`config.mk`:
```
export PLATFORM = sky130hd
export DESIGN_NAME = flick_arbiter
export DESIGN_NICKNAME = d
export VERILOG_FILES = /design/src/rtl/flick_arbiter.sv
export SDC_FILE = /design/constraint.sdc
export NUM_CORES = 1
export LEC_CHECK = 0
export ABC_AREA = 1
export BUFFER_PORTS_ARGS = -buffer_cell sky130_fd_sc_hd__buf_2
export CAP_MARGIN = 20
export CORE_UTILIZATION = 50
export CTS_CLUSTER_SIZE = 24
export DETAILED_ROUTE_END_ITERATION = 10
export PLACE_DENSITY_LB_ADDON = 0.3
export SETUP_SLACK_MARGIN = 0.05
export SLEW_MARGIN = 25
export SYNTH_ARGS = -nofsm -noshare
export SYNTH_HDL_FRONTEND = slang
export SYNTH_SLANG_ARGS = --single-unit
```
`constraint.sdc`:
```
create_clock -name clk -period 2.6 [get_ports clk]
set_input_delay 0.26 -clock clk [delete_from_list [all_inputs] [get_ports clk]]
set_output_delay 0.26 -clock clk [all_outputs]
set_load 0.02 [all_outputs]
```
`src/rtl/flick_arbiter.sv`:
```
// Round-robin arbiter that shares one boundFlasher among NREQ requesters:
// grants, pulses flick, then watches the LED bus for end-of-run or timeout.
module flick_arbiter #(
    parameter int NREQ          = 4,
    parameter int LED_W         = 16,
    parameter int FLICK_LEN     = 3,
    parameter int START_TIMEOUT = 8,
    parameter int QUIET         = 4,
    parameter int RUN_TIMEOUT   = 1024
) (
    input  logic             clk,
    input  logic             rst,
    input  logic [NREQ-1:0]  req,
    input  logic [LED_W-1:0] led,
    output logic             flick,
    output logic [NREQ-1:0]  gnt,
    output logic [NREQ-1:0]  done,
    output logic             err,
    output logic             busy
);

    localparam int          PW = (NREQ > 1) ? $clog2(NREQ) : 1;
    localparam int          FW = $clog2(FLICK_LEN + 1);
    localparam int          SW = $clog2(START_TIMEOUT + 1);
    localparam int          QW = $clog2(QUIET + 1);
    localparam int          RW = $clog2(RUN_TIMEOUT + 1);
    localparam int unsigned NR = NREQ;

    typedef enum logic [2:0] {IDLE, FLICK, WAIT_START, RUN, DONE, ERR} state_t;

    state_t        state;
    logic [PW-1:0] ptr;
    logic [PW-1:0] gidx;
    logic [FW-1:0] fcnt;
    logic [SW-1:0] scnt;
    logic [QW-1:0] qcnt;
    logic [RW-1:0] rcnt;

    logic [PW-1:0] sel;
    logic          found;
    int unsigned   j;
    logic [QW-1:0] qnext;
    logic [RW-1:0] rnext;
    logic          quiet_hit;
    logic          run_hit;

    // First requesting index at or after ptr, wrapping modulo NREQ.
    always_comb begin
        sel   = '0;
        found = 1'b0;
        j     = 0;
        for (int unsigned i = 0; i < NR; i++) begin
            j = (32'(ptr) + i) % NR;
            if (!found && req[j[PW-1:0]]) begin
                found = 1'b1;
                sel   = j[PW-1:0];
            end
        end
    end

    always_comb begin
        qnext     = (led == '0) ? qcnt + 1'b1 : '0;
        rnext     = rcnt + 1'b1;
        quiet_hit = (qnext == QW'(QUIET));
        run_hit   = (rnext == RW'(RUN_TIMEOUT));
    end

    // Each state clears its own counter on exit, so every counter is zero on entry.
    always_ff @(posedge clk) begin
        if (rst) begin
            state <= IDLE;
            ptr   <= '0;
            gidx  <= '0;
            fcnt  <= '0;
            scnt  <= '0;
            qcnt  <= '0;
            rcnt  <= '0;
            flick <= 1'b0;
            gnt   <= '0;
            done  <= '0;
            err   <= 1'b0;
            busy  <= 1'b0;
        end else begin
            case (state)
                IDLE: begin
                    if (found) begin
                        gnt   <= NREQ'(1) << sel;
                        gidx  <= sel;
                        flick <= 1'b1;
                        busy  <= 1'b1;
                        state <= FLICK;
                    end
                end
                FLICK: begin
                    if (fcnt == FW'(FLICK_LEN - 1)) begin
                        fcnt  <= '0;
                        flick <= 1'b0;
                        state <= WAIT_START;
                    end else begin
                        fcnt <= fcnt + 1'b1;
                    end
                end
                WAIT_START: begin
                    if (led != '0) begin
                        scnt  <= '0;
                        state <= RUN;
                    end else if (scnt == SW'(START_TIMEOUT - 1)) begin
                        scnt  <= '0;
                        done  <= gnt;
                        err   <= 1'b1;
                        state <= ERR;
                    end else begin
                        scnt <= scnt + 1'b1;
                    end
                end
                RUN: begin
                    // Quiet detection takes priority over the run timeout.
                    if (quiet_hit) begin
                        qcnt  <= '0;
                        rcnt  <= '0;
                        done  <= gnt;
                        state <= DONE;
                    end else if (run_hit) begin
                        qcnt  <= '0;
                        rcnt  <= '0;
                        done  <= gnt;
                        err   <= 1'b1;
                        state <= ERR;
                    end else begin
                        qcnt <= qnext;
                        rcnt <= rnext;
                    end
                end
                DONE, ERR: begin
                    done  <= '0;
                    err   <= 1'b0;
                    gnt   <= '0;
                    busy  <= 1'b0;
                    ptr   <= (gidx == PW'(NREQ - 1)) ? '0 : gidx + 1'b1;
                    state <= IDLE;
                end
                default: state <= IDLE;
            endcase
        end
    end

endmodule

```
==> results.rst <==
.. list-table::
   :header-rows: 1

   * - Metric
     - Value
   * - Global router's overall resource usage
     - 23.2%
   * - Final Power
     - roughly 1.9 mW
   * - Worst setup SP type
     - register
   * - Drt wl/cell
     - 11.3 microns
   * - Die H
     - 68.3 microns
   * - Cell seen most often among critical-path stages
     - sky130_fd_sc_hd__nand2_1
   * - Number of optimization iterations in the first detailed-route pass
     - 5
   * - Max stage delay cell, worst path
     - sky130_fd_sc_hd__dfxtp_1
   * - Post-route fraction of the period consumed by the critical path
     - around 70%
   * - Clock root buffer master
     - sky130_fd_sc_hd__clkbuf_8
   * - Maximum vdd drop
     - roughly 650 uV
   * - Peak Freq
     - roughly 550 MHz
   * - Outcome
     - completed
   * - Arrival time worst endpoint
     - 2.01 ns
   * - Crit path largest cell delay
     - roughly 0.38 ns
   * - Final Non-Filler Cells
     - around 420
   * - Setup repair after global routing missed its margin
     - no
   * - Ports
     - 33
   * - Layout cell share with drive strength beyond 1
     - 16.7%
   * - Pwr per Cell Area
     - 753 mW/mm^2
   * - Total negative setup slack
     - 0 ns
   * - Number of sinks driven by the clock tree
     - 38
   * - Final count of pins violating max slew
     - 0
   * - Clock insertion delay at the later pin of the skew report
     - 0.29 ns
   * - Area growth from synthesis to layout
     - 12.7%
   * - Pin count of the biggest net entering global routing
     - 27
   * - Placed Cells
     - between 400 and 500
   * - Share of Yosys cell area claimed by the top area cell type
     - 34.6%
   * - Core Area
     - 0.00412 sq mm
   * - Antenna violations before repair
     - 0
   * - Via count of the first global-routing pass
     - between 1500 and 2000
   * - Post-synthesis cell type with the largest combined area
     - sky130_fd_sc_hd__dfxtp_1
   * - Antenna Violating Nets Remaining
     - 0
   * - Count of endpoints failing hold in the final timing report
     - 0
   * - Area enclosed by the die boundary
     - 0.00467 sq mm
   * - Total wirelength of the detailed-routed design
     - 4.77 mm
   * - Cell Chain, Critical Path
     - ha_1 > nand3_2 > nor2_4 > nand2_1 > nand2_1 > nand3_2 > nor2_4 > nand2_4 > nand2_4 > nand3_1 > nand2_1 > nor2_1
   * - Count of fill cells added during filler insertion
     - 396
   * - Row count
     - 23
   * - Post-CTS sizing
     - 0
   * - Top cells by area in the synthesized netlist
     - sky130_fd_sc_hd__dfxtp_1 (35%), sky130_fd_sc_hd__nand2_1 (17%), sky130_fd_sc_hd__a21oi_1 (8.7%)
   * - Post-layout nets
     - a little under 400
   * - Antenna Cells
     - 0
   * - Post-synthesis instance area
     - ~0.0022 sq mm
   * - Least-Margin Pin Slew
     - 0.529 ns
   * - DRC marker count from the first detailed-route iteration
     - roughly 130
   * - Detail-routed via count per cell
     - 5.38
   * - TritonCTS clock tree
     - done
   * - Initial standard-cell utilization of the core
     - a little over half
   * - Path category of the worst min-delay check
     - in -> reg
   * - Number of buffers inserted by port buffering
     - 32
   * - Total congestion overflow
     - 0
   * - Cells after Synth
     - between 300 and 400
   * - Part of the Yosys area used for sequential elements
     - between 30% and 40%
   * - Required time of the critical path
     - between 2 and 3 ns
   * - Post-synthesis sequential element count
     - 38
   * - Post-Place Cell Area
     - 0.00238 sq mm
   * - Post-Route Hold Slack
     - between 0.4 and 0.5 ns
   * - Avg Synthesized Cell Area
     - ~6.5 sq um
   * - Via total after detailed routing
     - roughly 2300
   * - Clock-pin slew of the registers on the worst-case setup and hold paths
     - approximately 0.080 ns
   * - Maximum buffer depth of the clock tree
     - 2
   * - Max Cap Viol
     - 0
   * - Maximum level of the CTS H-tree
     - 2
   * - Final weighted congestion in routability-driven placement
     - slightly below 0.9
   * - Syn_nets
     - 365
   * - Maximum fanout count along the critical path
     - 11
   * - DRC violation count after routing
     - 0
   * - Chip width
     - ~68 microns
   * - Number of setup violations in the final report
     - 0
   * - Inserted Clock Buffers
     - 5
   * - First-pass GRT wire length
     - between 8 and 9 mm
   * - Post-Layout Inst Area
     - 0.00248 sq mm
   * - Fin crit period
     - 1.82 ns
   * - Post-detailed-placement half-perimeter wirelength
     - about 3.5 mm
   * - Kind of end point of the critical path
     - register
   * - Kind of critical path
     - reg -> reg
   * - Number of setup buffers added after CTS
     - 0
   * - Worst-case headroom to the max-slew limit
     - around two thirds
   * - Yosys warnings
     - 0
   * - Clock tree skew after final layout
     - 0.00242 ns
   * - Hold_buf cts
     - 0
   * - Number of different library cells in the post-synthesis netlist
     - 33
   * - Leakage
     - about 1.1 nW
[power breakdown]
group,total (mW),switching (mW),internal [mW]
registers,0.752,0.0685,0.684
logic,0.683,0.459,0.224
clock network,0.429,0.216,0.213
total,1.86,0.744,1.12
[metrics by stage]
| stage | util (%) | worst slack, ns |
|---|---|---|
| final | 60.2 | 0.778 |
| after global routing | 60.2 | 0.528 |
| after CTS | 60.2 | 0.784 |
| after detailed placement | 57.9 | 0.772 |
| after global placement | 57.9 | 0.819 |
| after floorplan | - | 0.911 |
[path summary, 6_finish.rpt]
check,from,to,slack [ns],depth (start not counted)
min,rst,flick,0.44,3
max,rcnt[1],done[0],0.78,12
min reg2reg,err,err,0.45,2
max reg2reg,rcnt[1],done[0],0.78,12
[registers in the layout, summed over array words and instances, names as in the netlist]
register	cells
done	4
rcnt	11
err	1
flick	1
ptr	2
fcnt	2
busy	1
gnt	4
qcnt	3
state	3
gidx	2
scnt	4
[logic make-up (layout without fill, tap and decap cells)]
logic type,count (synthesis),in the layout,share of synthesized area [%]
AOI/OAI and AO/OA,53,53,13.0
xor gates and xnor gates,2,2,0.797
adders and majority gates,4,4,2.28
buffers and inverters,43,75,7.91
DFF,38,38,34.6
and+or+nand+nor,199,199,41.4
[cell usage in the layout, fill, tap and decap left out, drive strengths merged]
cell,Yosys,routed
a211oi,3,3
a21oi,39,39
a31oi,1,1
and2,1,1
buf,3,33
clkbuf,6,6
clkinv,0,1
clkinvlp,0,1
dfxtp,38,38
ha,4,4
inv,34,34
nand2,101,101
nand3,36,36
nand3b,3,3
nand4,9,9
nor2,41,41
nor3,5,5
nor3b,1,1
nor4,1,1
o21ai,7,7
o21bai,2,2
o31ai,1,1
or2,1,1
xnor2,1,1
xor2,1,1
[layout make-up]
| class | count | area, sq um | area share [%] |
|---|---|---|---|
| Clock buffer | 6 | 82.6 | 3.33 |
| Clock inverter | 2 | 12.5 | 0.505 |
| Inverter | 34 | 128 | 5.15 |
| Multi-Input combinational cell | 258 | 1260 | 51.0 |
| Sequential cell | 38 | 761 | 30.7 |
| Tap cell | 50 | 62.6 | 2.53 |
| Timing Repair Buffer | 33 | 168 | 6.77 |
[worst max-delay path: cells and delay by family, from the launching register on]
| kind | cells | cell delay (ns) |
|---|---|---|
| adders and majority gates | 1 | 0.23 |
| and+or+nand+nor | 11 | 1.10 |
| DFF | 1 | 0.38 |
[metal layers]
metal | vias up | share of wire, % | routed length [microns] | global-route usage [%]
li1 | 1175 | - | - | -
met1 | 1005 | 45 | 2160 | 28.3
met2 | 76 | 48 | 2260 | 39.2
met3 | 7 | 6.1 | 293 | 6.50
met4 | 0 | 0.97 | 46 | 7.03
met5 | - | 0 | 0 | 0
[Yosys cell counts]
master and instances:
sky130_fd_sc_hd__ha_1 4, sky130_fd_sc_hd__clkbuf_1 6, sky130_fd_sc_hd__xor2_1 1, sky130_fd_sc_hd__o31ai_1 1, sky130_fd_sc_hd__a211oi_1 3, sky130_fd_sc_hd__nor3_1 5
sky130_fd_sc_hd__inv_1 27, sky130_fd_sc_hd__dfxtp_1 38, sky130_fd_sc_hd__o21bai_1 2, sky130_fd_sc_hd__xnor2_1 1, sky130_fd_sc_hd__inv_2 7, sky130_fd_sc_hd__nor2_4 4
sky130_fd_sc_hd__o21ai_1 1, sky130_fd_sc_hd__or2_1 1, sky130_fd_sc_hd__buf_4 1, sky130_fd_sc_hd__nand3b_1 3, sky130_fd_sc_hd__a31oi_1 1, sky130_fd_sc_hd__nor3b_1 1
sky130_fd_sc_hd__buf_2 1, sky130_fd_sc_hd__nand3_1 34, sky130_fd_sc_hd__nand2_1 98, sky130_fd_sc_hd__nand3_2 2, sky130_fd_sc_hd__a21oi_1 38, sky130_fd_sc_hd__nor4_1 1
sky130_fd_sc_hd__nand2_2 1, sky130_fd_sc_hd__and2_1 1, sky130_fd_sc_hd__a21oi_2 1, sky130_fd_sc_hd__buf_6 1, sky130_fd_sc_hd__o21ai_0 6, sky130_fd_sc_hd__nand2_4 2
sky130_fd_sc_hd__nand4_1 9, sky130_fd_sc_hd__nor2_1 33, sky130_fd_sc_hd__nor2_2 4
No activity file was read; power rests on OpenSTA's default activity.
